==> config.mk <==
export PLATFORM = sky130hd
export DESIGN_NAME = uart_receiver
export DESIGN_NICKNAME = d
export VERILOG_FILES = /design/src/rtl/uart_receiver.sv
export SDC_FILE = /design/constraint.sdc
export NUM_CORES = 1
export LEC_CHECK = 0
export ABC_AREA = 1
export BUFFER_PORTS_ARGS = -buffer_cell sky130_fd_sc_hd__buf_2
export CORE_ASPECT_RATIO = 0.75
export CORE_UTILIZATION = 52
export DETAILED_ROUTE_END_ITERATION = 12
export GPL_TIMING_DRIVEN = 0
export PLACE_DENSITY = 0.74
export SYNTH_ARGS = -nofsm -noshare
export SYNTH_HDL_FRONTEND = slang
export SYNTH_SLANG_ARGS = --single-unit
export TNS_END_PERCENT = 1
==> constraint.sdc <==
create_clock -name clk -period 1.45 [get_ports clk]
set_input_delay 0.0725 -clock clk [delete_from_list [all_inputs] [get_ports clk]]
set_output_delay 0.0725 -clock clk [all_outputs]
set_load 0.03 [all_outputs]
==> src/rtl/uart_receiver.sv <==
// UART receiver: oversampled serial line to parallel word, with per-frame parity and framing
// error pulses. Each bit is a 3-sample majority vote taken around mid-bit.
module uart_receiver #(
  parameter int unsigned DATA_WIDTH = 8,
  parameter int unsigned PRESCALE   = 8
) (
  input  logic                  clk,
  input  logic                  reset,
  input  logic                  parity_type,
  input  logic                  parity_enable,
  input  logic                  serial_data_in,
  output logic [DATA_WIDTH-1:0] parallel_data,
  output logic                  data_valid,
  output logic                  parity_error,
  output logic                  framing_error,
  output logic                  busy
);

  localparam int unsigned CntW = $clog2(PRESCALE);
  localparam int unsigned BitW = (DATA_WIDTH > 1) ? $clog2(DATA_WIDTH) : 1;
  localparam logic [CntW-1:0] CntLast = CntW'(PRESCALE - 1);
  localparam logic [CntW-1:0] CntS0   = CntW'(PRESCALE / 2 - 1);
  localparam logic [CntW-1:0] CntS1   = CntW'(PRESCALE / 2);
  localparam logic [CntW-1:0] CntDec  = CntW'(PRESCALE / 2 + 1);
  localparam logic [BitW-1:0] BitLast = BitW'(DATA_WIDTH - 1);

  typedef enum logic [2:0] {StIdle, StStart, StData, StParity, StStop} state_t;

  state_t                r_state, w_state_next;
  logic                  r_sync1, r_rx_s, r_rx_prev;
  logic [CntW-1:0]       r_cnt, w_cnt_next;
  logic [BitW-1:0]       r_bit_cnt, w_bit_cnt_next;
  logic                  r_samp0, w_samp0_next, r_samp1, w_samp1_next;
  logic [DATA_WIDTH-1:0] r_shift, w_shift_next;
  logic [DATA_WIDTH-1:0] r_data, w_data_next;
  logic                  r_par_bad, w_par_bad_next;
  logic                  r_par_type, w_par_type_next, r_par_en, w_par_en_next;
  logic                  r_valid, w_valid_next, r_perr, w_perr_next, r_ferr, w_ferr_next;
  logic                  w_decision, w_at_dec, w_wrap, w_par_exp;

  assign w_decision = (r_samp0 & r_samp1) | (r_samp0 & r_rx_s) | (r_samp1 & r_rx_s);
  assign w_at_dec   = (r_cnt == CntDec);
  assign w_wrap     = (r_cnt == CntLast);
  assign w_par_exp  = r_par_type ? ~^r_shift : ^r_shift;

  always_comb begin
    w_state_next    = r_state;
    w_cnt_next      = r_cnt;
    w_bit_cnt_next  = r_bit_cnt;
    w_samp0_next    = (r_cnt == CntS0) ? r_rx_s : r_samp0;
    w_samp1_next    = (r_cnt == CntS1) ? r_rx_s : r_samp1;
    w_shift_next    = r_shift;
    w_data_next     = r_data;
    w_par_bad_next  = r_par_bad;
    w_par_type_next = r_par_type;
    w_par_en_next   = r_par_en;
    w_valid_next    = 1'b0;
    w_perr_next     = 1'b0;
    w_ferr_next     = 1'b0;

    if (r_state != StIdle) begin
      w_cnt_next = w_wrap ? '0 : r_cnt + 1'b1;
    end

    case (r_state)
      StIdle: begin
        w_cnt_next = '0;
        // The T0 cycle itself is sample 0 of the start bit.
        if (!r_rx_s && r_rx_prev) begin
          w_state_next    = StStart;
          w_cnt_next      = CntW'(1);
          w_bit_cnt_next  = '0;
          w_par_bad_next  = 1'b0;
          w_par_type_next = parity_type;
          w_par_en_next   = parity_enable;
        end
      end
      StStart: begin
        if (w_at_dec && w_decision) begin
          w_state_next = StIdle;
          w_cnt_next   = '0;
        end else if (w_wrap) begin
          w_state_next = StData;
        end
      end
      StData: begin
        if (w_at_dec) begin
          w_shift_next = {w_decision, r_shift[DATA_WIDTH-1:1]};
        end
        if (w_wrap) begin
          if (r_bit_cnt == BitLast) begin
            w_bit_cnt_next = '0;
            w_state_next   = r_par_en ? StParity : StStop;
          end else begin
            w_bit_cnt_next = r_bit_cnt + 1'b1;
          end
        end
      end
      StParity: begin
        if (w_at_dec && (w_decision != w_par_exp)) begin
          w_par_bad_next = 1'b1;
        end
        if (w_wrap) begin
          w_state_next = StStop;
        end
      end
      StStop: begin
        // Leave at mid stop bit so a zero-gap following start edge is not missed.
        if (w_at_dec) begin
          w_state_next = StIdle;
          w_cnt_next   = '0;
          w_ferr_next  = ~w_decision;
          w_perr_next  = r_par_bad;
          if (w_decision && !r_par_bad) begin
            w_valid_next = 1'b1;
            w_data_next  = r_shift;
          end
        end
      end
      default: begin
        w_state_next = StIdle;
        w_cnt_next   = '0;
      end
    endcase
  end

  always_ff @(posedge clk or negedge reset) begin
    if (!reset) begin
      r_state    <= StIdle;
      r_sync1    <= 1'b1;
      r_rx_s     <= 1'b1;
      r_rx_prev  <= 1'b1;
      r_cnt      <= '0;
      r_bit_cnt  <= '0;
      r_samp0    <= 1'b1;
      r_samp1    <= 1'b1;
      r_shift    <= '0;
      r_data     <= '0;
      r_par_bad  <= 1'b0;
      r_par_type <= 1'b0;
      r_par_en   <= 1'b0;
      r_valid    <= 1'b0;
      r_perr     <= 1'b0;
      r_ferr     <= 1'b0;
    end else begin
      r_state    <= w_state_next;
      r_sync1    <= serial_data_in;
      r_rx_s     <= r_sync1;
      r_rx_prev  <= r_rx_s;
      r_cnt      <= w_cnt_next;
      r_bit_cnt  <= w_bit_cnt_next;
      r_samp0    <= w_samp0_next;
      r_samp1    <= w_samp1_next;
      r_shift    <= w_shift_next;
      r_data     <= w_data_next;
      r_par_bad  <= w_par_bad_next;
      r_par_type <= w_par_type_next;
      r_par_en   <= w_par_en_next;
      r_valid    <= w_valid_next;
      r_perr     <= w_perr_next;
      r_ferr     <= w_ferr_next;
    end
  end

  assign parallel_data = r_data;
  assign data_valid    = r_valid;
  assign parity_error  = r_perr;
  assign framing_error = r_ferr;
  assign busy          = (r_state != StIdle);

endmodule

Word-level counts from Yosys, hierarchy flattened
Cells that the tools add are included.
{"block": "classes", "add_sub_neg": 2, "mul": 0, "div": 0, "order_cmp": 0, "eq_ne": 17, "n_shift": 0, "mux": 30, "bitwise": 6, "n_reduce_logical": 19}
{"operator": "$mux W3", "count": 15}
{"operator": "$eq A3 B3 Y1 const B", "count": 5}
{"operator": "$pmux W3 S5", "count": 1}
{"operator": "$ne A2 B2 Y1 const B", "count": 6}
{"operator": "$pmux W3 S4", "count": 1}
{"operator": "$mux W1", "count": 11}
{"operator": "$eq A3 B2 Y1 const B", "count": 3}
{"operator": "$reduce_and A3 Y1", "count": 3}
{"operator": "$reduce_xnor A8 Y1", "count": 1}
{"operator": "$reduce_xor A8 Y1", "count": 1}
{"operator": "$add A3 B1 Y3 const B", "count": 2}
{"operator": "$pmux W3 S2", "count": 1}
{"operator": "$reduce_and A6 Y1", "count": 1}
{"operator": "$logic_and A1 B1 Y1", "count": 4}
{"operator": "$reduce_and A2 Y1", "count": 2}
{"operator": "$reduce_bool A2 Y1", "count": 2}
{"operator": "$and A1 B1 Y1", "count": 3}
{"operator": "$eq A3 B1 Y1 const B", "count": 1}
{"operator": "$logic_not A3 Y1", "count": 1}
{"operator": "$ne A3 B3 Y1 const B", "count": 1}
{"operator": "$reduce_bool A3 Y1", "count": 1}
{"operator": "$logic_not A1 Y1", "count": 2}
{"operator": "$or A1 B1 Y1", "count": 2}
{"operator": "$pmux W1 S2", "count": 1}
{"operator": "3 further kinds", "count": 3}
{"block": "word_totals", "register_bits": 36, "latchBits": 0, "ramBits": 0, "romBits": 0, "input_bits": 5, "output_inout_bits": 12, "elab_cells": 90, "memories": 0}

Longest topological paths before layout
Gate-level depths: netlist (run 1).
{"block": "logic_depth", "word_depth": 7, "depth_mapped": 11, "ltp_nobuf": 11}

Worst setup path before layout (run 1)
Ideal clock, no wire load.
{"block": "synth_path", "path_type": "register to register", "from": "reg r_rx_s", "to": "reg r_data[0], in the netlist parallel_data[0]", "setup_time_ns": 0.125, "arrival_time_ns": 1.420, "required_ns": 1.325, "path_slack_ns": -0.095, "stages_incl_launch_ff": 6, "n_path_buf": 0, "period_less_slack_ns": 1.545, "path_cell_list": "dfstp_2 -> inv_1 -> nand2_1 -> nand2_1 -> nor3_4 -> mux2_2"}
{"block": "synth_via", "elab_chain_len": 5, "elab_cells_between_ends": 6, "classes_between": "4 x bitwise; 2 x reduce/logical"}
{"element": "from (decl)", "line_no": "30", "rtl": "logic r_sync1, r_rx_s, r_rx_prev;"}
{"element": "from (signal assigned)", "line_no": "148", "rtl": "r_rx_s <= r_sync1;"}
{"element": "$and A1 B1 Y1", "line_no": "41", "rtl": "assign w_decision = (r_samp0 & r_samp1) | (r_samp0 & r_rx_s) | (r_samp1 & r_rx_s);"}
{"element": "$or A1 B1 Y1", "line_no": "41"}
{"element": "$or A1 B1 Y1 (*)", "line_no": "41"}
{"element": "$logic_and A1 B1 Y1 (*)", "line_no": "114", "rtl": "if (w_decision && !r_par_bad) begin"}
{"element": "$reduce_and A3 Y1 (no source line) (*)"}
{"element": "to (signal assigned)", "line_no": "155", "rtl": "r_data <= w_data_next;"}
{"element": "to (decl)", "line_no": "35", "rtl": "logic [DATA_WIDTH-1:0] r_data, w_data_next;"}
Mark *: on every way between the ends. The rest lies on a longest branch, timed or not.
A chain may end at the register's enable or synchronous reset.

Worst setup path in the final report (run 1)
{"block": "layout_path", "from": "reg r_cnt[1]", "to": "reg r_data[0], in the netlist parallel_data[0]"}
{"block": "layout_via", "elab_chain_len": 2}
{"element": "from (decl)", "line_no": "31", "rtl": "logic [CntW-1:0] r_cnt, w_cnt_next;"}
{"element": "from (signal assigned)", "line_no": "150", "rtl": "r_cnt <= w_cnt_next;"}
{"element": "$eq A3 B3 Y1", "line_no": "42", "rtl": "assign w_at_dec = (r_cnt == CntDec);"}
{"element": "$reduce_and A3 Y1 (no source line)"}
No other way between the ends.

==> impl_metrics.tcl, run 1 <==
set metrics [dict create \
    overflow 0 \
    die_h_um 52.5 \
    syn-num-nets 226 \
    min_path_type "reg2reg" \
    n_antenna_cell 0 \
    cts_buffers 5 \
    vias 1474 \
    failed_checks "setup timing" \
    final_area_um2 2270 \
    postSynthCellCount 214 \
    syn_avg_cell_area_um2 8.27 \
    stdcell_count 294 \
    yosys_warnings 0 \
    vias_per_cell 5.01 \
    worst_slew_pin_slew_ns 0.772 \
    routedWlPerCell_um 12.4 \
    grt_antenna_before_repair 0 \
    ys_top_cells_by_area "dfrtp_1 44%, nand2_1 15%, dfstp_2 7.4%" \
    dr.pass1.iters 4 \
    setup_viol 19 \
    power.total_uw 3440 \
    boundaryPins 17 \
    path_max_fanout 5 \
    yosysSeqAreaShare 0.512 \
    yosys.area.top_type "dfrtp_1" \
    crit_required_ns 1.62 \
    arrival_ns 1.78 \
    max-clock-path-buffers 2 \
    relSlewSlack 0.485 \
    antenna_left 0 \
    rsz0062_at_grt "true" \
    cellLeakagePower_uw 0.00120 \
    start_kind "flop" \
    root_buffer "clkbuf_8" \
    placed_cells 268 \
    clock_latency_ns 0.29 \
    hp-start "r_sync1" \
    synth_top_area_frac 0.438 \
    utilization 0.737 \
    hold_slack_ns 0.357 \
    nets 267 \
    period_share 1.11 \
    slew_viol_final 0 \
    die_width_um 69.4 \
    design.die.area_um2 3640 \
    fin_ws_ns -0.164 \
    grt_pass1_wl_um 5980 \
    clk_pin_slew_ns 0.07 \
    critPathLaunch "r_cnt[1]" \
    core_area_um2 3080 \
    skew_ns 0.00638 \
    grt_pass1_vias 1346 \
    area_delta_synth_final_pct 28.4 \
    io_buffers 16 \
    status "finished, violations left" \
    htreeDepth 2 \
    timing.final.crit_period_ns 1.61 \
    ir_drop_v 0.00104 \
    start_util 0.574 \
    cp-end-kind "flop" \
    drive_gt1_frac 0.313 \
    place.gp.congestion 0.836 \
    cts_tree "yes" \
    drt-initial-drc-count 60 \
    maxCapViolCount 0 \
    drc 0 \
    max_freq_mhz 620 \
    cts_sinks 36 \
    reg2reg_from "r_cnt[1]" \
    syn-cell-area_um2 1770 \
    critical_path_class "reg2reg" \
    p_per_area_nw_per_um2 1510 \
    ys_ff_latch 36 \
    grt_start_max_net_pins 37 \
    final-hold-violation-count 0 \
    synthDistinctLibCells 24 \
    placed_area_um2 1900 \
    wl_um 3630 \
    hpwl_um 2320 \
    row_count 17 \
    grt_use_total 0.218 \
]
[registers in the layout, indices dropped and copies added (netlist names), 3 cells and up]
register and cells:
r_cnt 3, parallel_data 8, r_bit_cnt 3, r_shift 8, r_state 3
[cell usage after synthesis]
cell type and number:
a21oi_1 11, a21oi_2 2, a31oi_1 1, buf_2 1
buf_6 1, dfrtp_1 31, dfstp_2 5, ha_1 7
inv_1 27, inv_2 2, mux2_2 1, nand2_1 71
nand2_2 1, nand3_1 11, nand3b_1 1, nor2_1 13
nor2_2 2, nor2_4 2, nor3_1 4, nor3_2 1
nor3_4 1, o21ai_0 16, o21ai_2 1, o22ai_1 1
[metrics by stage]
stage	setup TNS [ns]	setup slack (ns)
after CTS	-0.623	-0.0813
after global placement	-2.79	-0.266
after floorplan	-0.0850	-0.0630
after global routing	-3.43	-0.236
after detailed placement	-3.22	-0.282
final	-1.09	-0.164
[final timing paths]
path                            cells after the start  slack (ns)                to
worst max register to register                      8       -0.16  parallel_data[0]
min in group asynchronous                           2        0.39        data_valid
worst min register to register                      0        0.36            r_rx_s
worst min-delay path                                0        0.36            r_rx_s
max in group asynchronous                           2        0.52        r_state[0]
worst max-delay path                                8       -0.16  parallel_data[0]
[placed cells by master, fill, tap and decap left out, types with 2 or more instances in the layout]
| master | count |
|---|---|
| inv_1 | 22 |
| inv_4 | 2 |
| o21ai_0 | 11 |
| dlygate4sd3_1 | 4 |
| clkbuf_8 | 7 |
| o21ai_1 | 5 |
| ha_1 | 5 |
| nand3_1 | 10 |
| nor3_4 | 2 |
| dfrtp_1 | 30 |
| inv_2 | 5 |
| dfstp_2 | 5 |
| a21oi_1 | 10 |
| buf_2 | 18 |
| nand2_4 | 3 |
| buf_4 | 12 |
| nor2_4 | 3 |
| nand2_2 | 6 |
| nand2_1 | 63 |
| a21oi_2 | 3 |
| ha_4 | 2 |
| nor3_1 | 3 |
| buf_6 | 2 |
| nor2_2 | 4 |
| nor2_1 | 10 |
[repair_timing]
item | CTS | global route
endpoints found under the setup margin | 26 | 30
hold buffers | 4 | 0
pin swaps | 6 | 7
endpoints found under the hold margin | 34 | 0
setup buffers | 5 | 8
resized for setup | 12 | 23
gates cloned | 0 | 1
[worst max-delay path, cell delays in order, from the launching register on]
cell and delay, ns:
dfrtp_1 0.41, inv_2 0.08, ha_4 0.13, nand2_4 0.06, inv_4 0.08, nand2_4 0.06, nor3_4 0.23, buf_4 0.16
mux2_4 0.28
[cell type report]
type	count	area [µm²]
Buffer	2	16.3
Clock buffer	7	96.3
Sequential cell	36	908
Clock inverter	1	30.0
Timing Repair Buffer	34	226
Inverter	29	114
Tap cell	38	47.5
Fill cell	218	811
Multi-Input combinational cell	147	835
[power by group]
group          internal, µW  leakage, µW  switching [µW]
Clock                   607    0.0000645             356
Combinational           462     0.000660             731
Sequential             1160     0.000476             122
Total                  2230      0.00120            1210
[cells by family (layout without fill, tap and decap cells)]
kind of cell / count (synthesis) / count (layout) / synth area share
multiplexers: 1 / 1 / 0.00636
AO/OA/AOI/OAI: 32 / 32 / 0.0982
AND/OR/NAND/NOR: 107 / 107 / 0.263
buffers and inverters: 31 / 73 / 0.0707
flip-flops: 36 / 36 / 0.512
adder cells (fa/ha/maj): 7 / 7 / 0.0495
[layer usage]
metal / vias up / wire [µm] / GRT usage
li1: 762 / - / -
met1: 684 / 1920 / 0.302
met2: 23 / 1550 / 0.333
met3: 5 / 117 / 0.0519
met4: 0 / 45 / 0.0918
met5: - / 0 / 0
(Power assumes the default switching activity.)
==> run 2, diff against run 1 <==
Settings changed: ABC_AREA 1 to unset, CORE_UTILIZATION 52 to 61, PLACE_DENSITY 0.74 to 0.82.
Clock period 1.45 ns to 1.95 ns, I/O delays scaled along.
==> impl_metrics.tcl, run 2 <==
set metrics [dict create \
    start_util 0.643 \
    synthXorXnorAreaFrac 0.0501 \
    hpwl_um 2090 \
    post-synth-top-count-cell "dfrtp_1" \
    setup_viol 0 \
    clk_pin_slew_ns 0.10 \
    core_area_um2 2600 \
    maxCapViolCount 0 \
    synth-compound-area-share 0.0748 \
    cp-end-kind "flop" \
    synth_fa_ha_area_frac 0.0591 \
    syn_avg_cell_area_um2 12.8 \
    die_width_um 62.5 \
    cts_sinks 36 \
    cellLeakagePower_uw 0.000948 \
    critPathLaunch "r_state[2]" \
    antenna_left 0 \
    synthSimpleGateAreaFrac 0.108 \
    design.die.area_um2 2960 \
    grt_pass1_vias 1033 \
    syn-cell-area_um2 1670 \
    ctsResizeCount 0 \
    grt_antenna_before_repair 0 \
    final_common_cell "dfrtp_1" \
    crit_required_ns 2.18 \
    dr.pass1.iters 3 \
    grt_pass1_wl_um 4700 \
    max_freq_mhz 543 \
    yosys.area.top_type "dfrtp_1" \
    drc 0 \
    power.total_uw 2390 \
    yosys-mux-area-fraction 0.135 \
    io_buffers 16 \
    ir_drop_v 0.000662 \
    synth-main-ff-cell "dfrtp_1" \
    postSynthCellCount 131 \
    cts_buffers 5 \
    overflow 0 \
    ys_top_cells_by_area "dfrtp_1 46%, mux2_2 12%, dfstp_2 7.9%" \
    p_per_area_nw_per_um2 1260 \
    synth_top_family_by_area "multiplexers" \
    synthDistinctLibCells 35 \
    period_share 0.945 \
    cts_tree "yes" \
    ys_async_sr_fraction 1.00 \
    start_kind "flop" \
    synth_edf_count 0 \
    skew_ns 0.00518 \
    reg2reg_from "r_state[2]" \
    vias 1039 \
    ys_ff_latch 36 \
    drive_gt1_frac 0.352 \
    mostFrequentLayoutCells "31 x dfrtp_1, 19 x buf_2, 18 x mux2_2, 10 x inv_1, 7 x ha_1" \
    wl_um 2800 \
    synth_top_area_frac 0.464 \
    final-hold-violation-count 0 \
    min_path_type "in2async" \
    yosys_warnings 0 \
    nets 170 \
    worst_slew_pin_slew_ns 0.765 \
    setup-tns-final_ns 0 \
    routedWlPerCell_um 14.3 \
    synthTopCellsByCount "31 x dfrtp_1, 18 x mux2_2, 10 x inv_1, 7 x ha_1" \
    clock_latency_ns 0.34 \
    path_max_fanout 10 \
    drt-initial-drc-count 21 \
    place.gp.congestion 0.845 \
    critical_path_class "reg2reg" \
    grt_use_total 0.220 \
    vias_per_cell 5.33 \
    yosysSeqAreaShare 0.542 \
    area_delta_synth_final_pct 13.5 \
    root_buffer "clkbuf_4" \
    rsz0062_at_grt "false" \
    status "completed" \
    boundaryPins 17 \
    row_count 16 \
    grt_start_max_net_pins 37 \
    htreeDepth 2 \
    ff2ff_path_depth 4 \
    syn-num-nets 143 \
    slew_viol_final 0 \
    max-clock-path-buffers 2 \
    die_h_um 47.4 \
    relSlewSlack 0.490 \
    timing.final.crit_period_ns 1.84 \
    arrival_ns 2.08 \
    n_antenna_cell 0 \
]
==> run 2: final timing paths <==
path                              endpoint  slack (ns)
worst max-delay path            r_par_type        0.11
min in group clk                    r_rx_s        0.36
max in group asynchronous         r_cnt[2]        1.11
worst max register to register  r_par_type        0.11
worst min-delay path            r_shift[7]        0.36
worst min register to register      r_rx_s        0.36
==> run 2: where the power goes <==
| group | internal (µW) | total, µW | switching, µW | leakage, µW |
|---|---|---|---|---|
| Combinational | 472 | 878 | 405 | 0.000449 |
| Clock | 171 | 411 | 240 | 0.0000380 |
| Sequential | 936 | 1100 | 169 | 0.000461 |
| Total | 1580 | 2390 | 814 | 0.000948 |
==> run 2: metrics by stage <==
step	instance area, µm²	setup slack [ns]	hold slack, ns	utilization	instances
floorplan	1670	0.229	-0.198	-	131
global route	1900	0.00145	0.369	0.730	195
finish	1900	0.107	0.361	0.730	195
CTS	1900	0.0464	0.363	0.730	195
detailed placement	1800	0.0600	0.205	0.691	183
global placement	1800	0.136	0.202	0.691	183
==> run 2: worst max-delay path, cell delays in order, from the launching register on <==
cell and delay, ns:
dfrtp_1 0.37, buf_2 0.19, nor3_1 0.45, nand3b_1 0.36, mux2_2 0.37
==> run 2: area by class of cell <==
cell class,count,area [µm²]
buffer,3,15.0
clock buffer,6,51.3
clock inverter,2,10.0
fill,189,703
inverter,10,37.5
multi-input combinational,82,713
sequential,36,907
tap,36,45.0
timing repair buffer,20,120
==> run 2: what timing repair did <==
action / in CTS / in global routing
hold buffers: 4 / 0
endpoints found under the setup margin: 0 / 2
endpoints found under the hold margin: 34 / 0
buffers inserted: 0 / 0
==> run 2: logic make-up (layout without fill, tap and decap cells) <==
logic type	count (synthesis)	after routing
DFF	36	36
and+or+nand+nor	31	31
muxes	20	20
AOI/OAI and AO/OA	15	15
buffers and inverters	13	41
adders and majority gates	8	8
xor gates and xnor gates	8	8
==> run 2: layer usage <==
metal | global-route usage | wire (µm) | up-vias
met5 | 0 | 0 | -
met4 | 0.121 | 48 | 0
met3 | 0.0583 | 86 | 6
met1 | 0.266 | 1330 | 499
met2 | 0.378 | 1330 | 18
li1 | - | - | 516
==> run 3, diff against run 2 <==
Settings changed: CORE_UTILIZATION 61 to 57, PLACE_DENSITY 0.82 to 0.77.
Clock period 1.95 ns to 2.1 ns, I/O delays scaled along.
==> impl_metrics.tcl, run 3 (same netlist as run 2, synthesis figures left out) <==
set metrics [dict create \
    drive_gt1_frac 0.350 \
    grt_pass1_wl_um 4750 \
    final-hold-violation-count 0 \
    cts_sinks 36 \
    hold_slack_ns 0.0503 \
    reg2reg_from "r_cnt[0]" \
    status "completed" \
    routedWlPerCell_um 13.7 \
    grt_use_total 0.202 \
    nets 168 \
    start_kind "flop" \
    grt_start_max_net_pins 37 \
    power.total_uw 2320 \
    n_antenna_cell 0 \
    clock_latency_ns 0.28 \
    root_buffer "clkbuf_8" \
    hold_depth 2 \
    design.die.area_um2 3160 \
    vias_per_cell 5.37 \
    io_buffers 16 \
    die_width_um 64.6 \
    core_area_um2 2700 \
    max-clock-path-buffers 2 \
    crit_required_ns 2.27 \
    grt_antenna_before_repair 0 \
    grt_pass1_vias 1031 \
    area_delta_synth_final_pct 14.3 \
    start_util 0.619 \
    p_per_area_nw_per_um2 1210 \
    ff2ff_path_depth 5 \
    timing.final.crit_period_ns 1.90 \
    drt-initial-drc-count 45 \
    max_freq_mhz 527 \
    setup-tns-final_ns 0 \
    min_path_type "in2reg" \
    relSlewSlack 0.498 \
    skew_ns 0.00904 \
    antenna_left 0 \
    mostFrequentLayoutCells "31 x dfrtp_1, 19 x buf_2, 18 x mux2_2, 10 x inv_1, 7 x ha_1" \
    period_share 0.903 \
    reg2reg_slack_ns 0.20 \
    htreeDepth 2 \
    hp-start "parity_type" \
    cp-end-kind "flop" \
    overflow 0 \
    row_count 16 \
    hpwl_um 1910 \
    post_cts_buffers 0 \
    r2r_end "r_state[1]" \
    die_h_um 48.9 \
    maxCapViolCount 0 \
    rsz0062_at_grt "false" \
    drc 0 \
    final_common_cell "dfrtp_1" \
    cts_tree "yes" \
    slew_viol_final 0 \
    path_max_fanout 5 \
    cts_buffers 5 \
    clk_pin_slew_ns 0.07 \
    worstHoldEndpoint "r_par_type" \
    vias 1037 \
    critical_path_class "reg2reg" \
    boundaryPins 17 \
    arrival_ns 2.06 \
    setup_viol 0 \
    cellLeakagePower_uw 0.000946 \
    ir_drop_v 0.000711 \
    dr.pass1.iters 4 \
    wl_um 2650 \
    place.gp.congestion 0.863 \
    worst_slew_pin_slew_ns 0.753 \
]
-- run 3: cell count changes in the layout (fill, tap and decap cells not counted) --
cell           previous run  this run
clkbuf_1                  0         1
clkinv_2                  2         0
clkbuf_8                  1         6
clkinvlp_4                0         1
clkbuf_4                  5         0
dlygate4sd3_1             4         2
-- run 3: critical path, cell delays in order, from the launching register on --
cell and delay, ns:
dfrtp_1 0.44, ha_1 0.28, and3b_1 0.25, a2111oi_4 0.43
nor4_1 0.10, a211o_1 0.28
-- run 3: worst max-delay path by stage --
| stage | endpoint | slack (ns) | start | cells after the start |
|---|---|---|---|---|
| after floorplan | r_state[1] | 0.38 | r_cnt[0] | 5 |
| after global placement | r_state[1] | 0.29 | r_cnt[0] | 5 |
| after detailed placement | r_state[1] | 0.22 | r_cnt[0] | 5 |
| after CTS | r_state[1] | 0.20 | r_cnt[0] | 5 |
| after global routing | r_state[1] | 0.13 | r_cnt[0] | 5 |
| final | r_state[1] | 0.20 | r_cnt[0] | 5 |
-- run 3: power by group --
group	switching [µW]	internal (µW)	leakage [µW]	total, µW
clock network	231	266	0.0000445	498
registers	156	871	0.000461	1030
logic	362	433	0.000441	795
-- run 3: per-stage QoR --
step	utilization	instances	instance area [µm²]	setup WS, ns
detailed placement	0.665	183	1800	0.217
global placement	0.665	183	1800	0.294
floorplan	-	131	1670	0.379
finish	0.707	193	1910	0.203
CTS	0.707	193	1910	0.204
global route	0.707	193	1910	0.133
-- run 3: timing repair --
action / in CTS / in global routing
hold buffers: 2 / 0
hold endpoints to repair: 32 / 0
gates resized for setup: 0 / 0
-- run 3: final cells by class --
| class | instances | area (µm²) |
|---|---|---|
| fillers | 193 | 791 |
| repair buffers | 18 | 100 |
| well taps | 36 | 45.0 |
| plain buffers | 3 | 15.0 |
| multi-input cells | 82 | 713 |
| clock buffers | 7 | 86.3 |
| clock inverters | 1 | 7.51 |
| inverters | 10 | 37.5 |
| flip-flops and latches | 36 | 907 |
-- run 3: metal layers --
metal | GRT usage | routed length [µm] | up-vias
li1 | - | - | 513
met1 | 0.268 | 1330 | 500
met2 | 0.321 | 1210 | 24
met3 | 0.0771 | 119 | 0
met4 | 0.0333 | 0 | 0
met5 | 0 | 0 | -
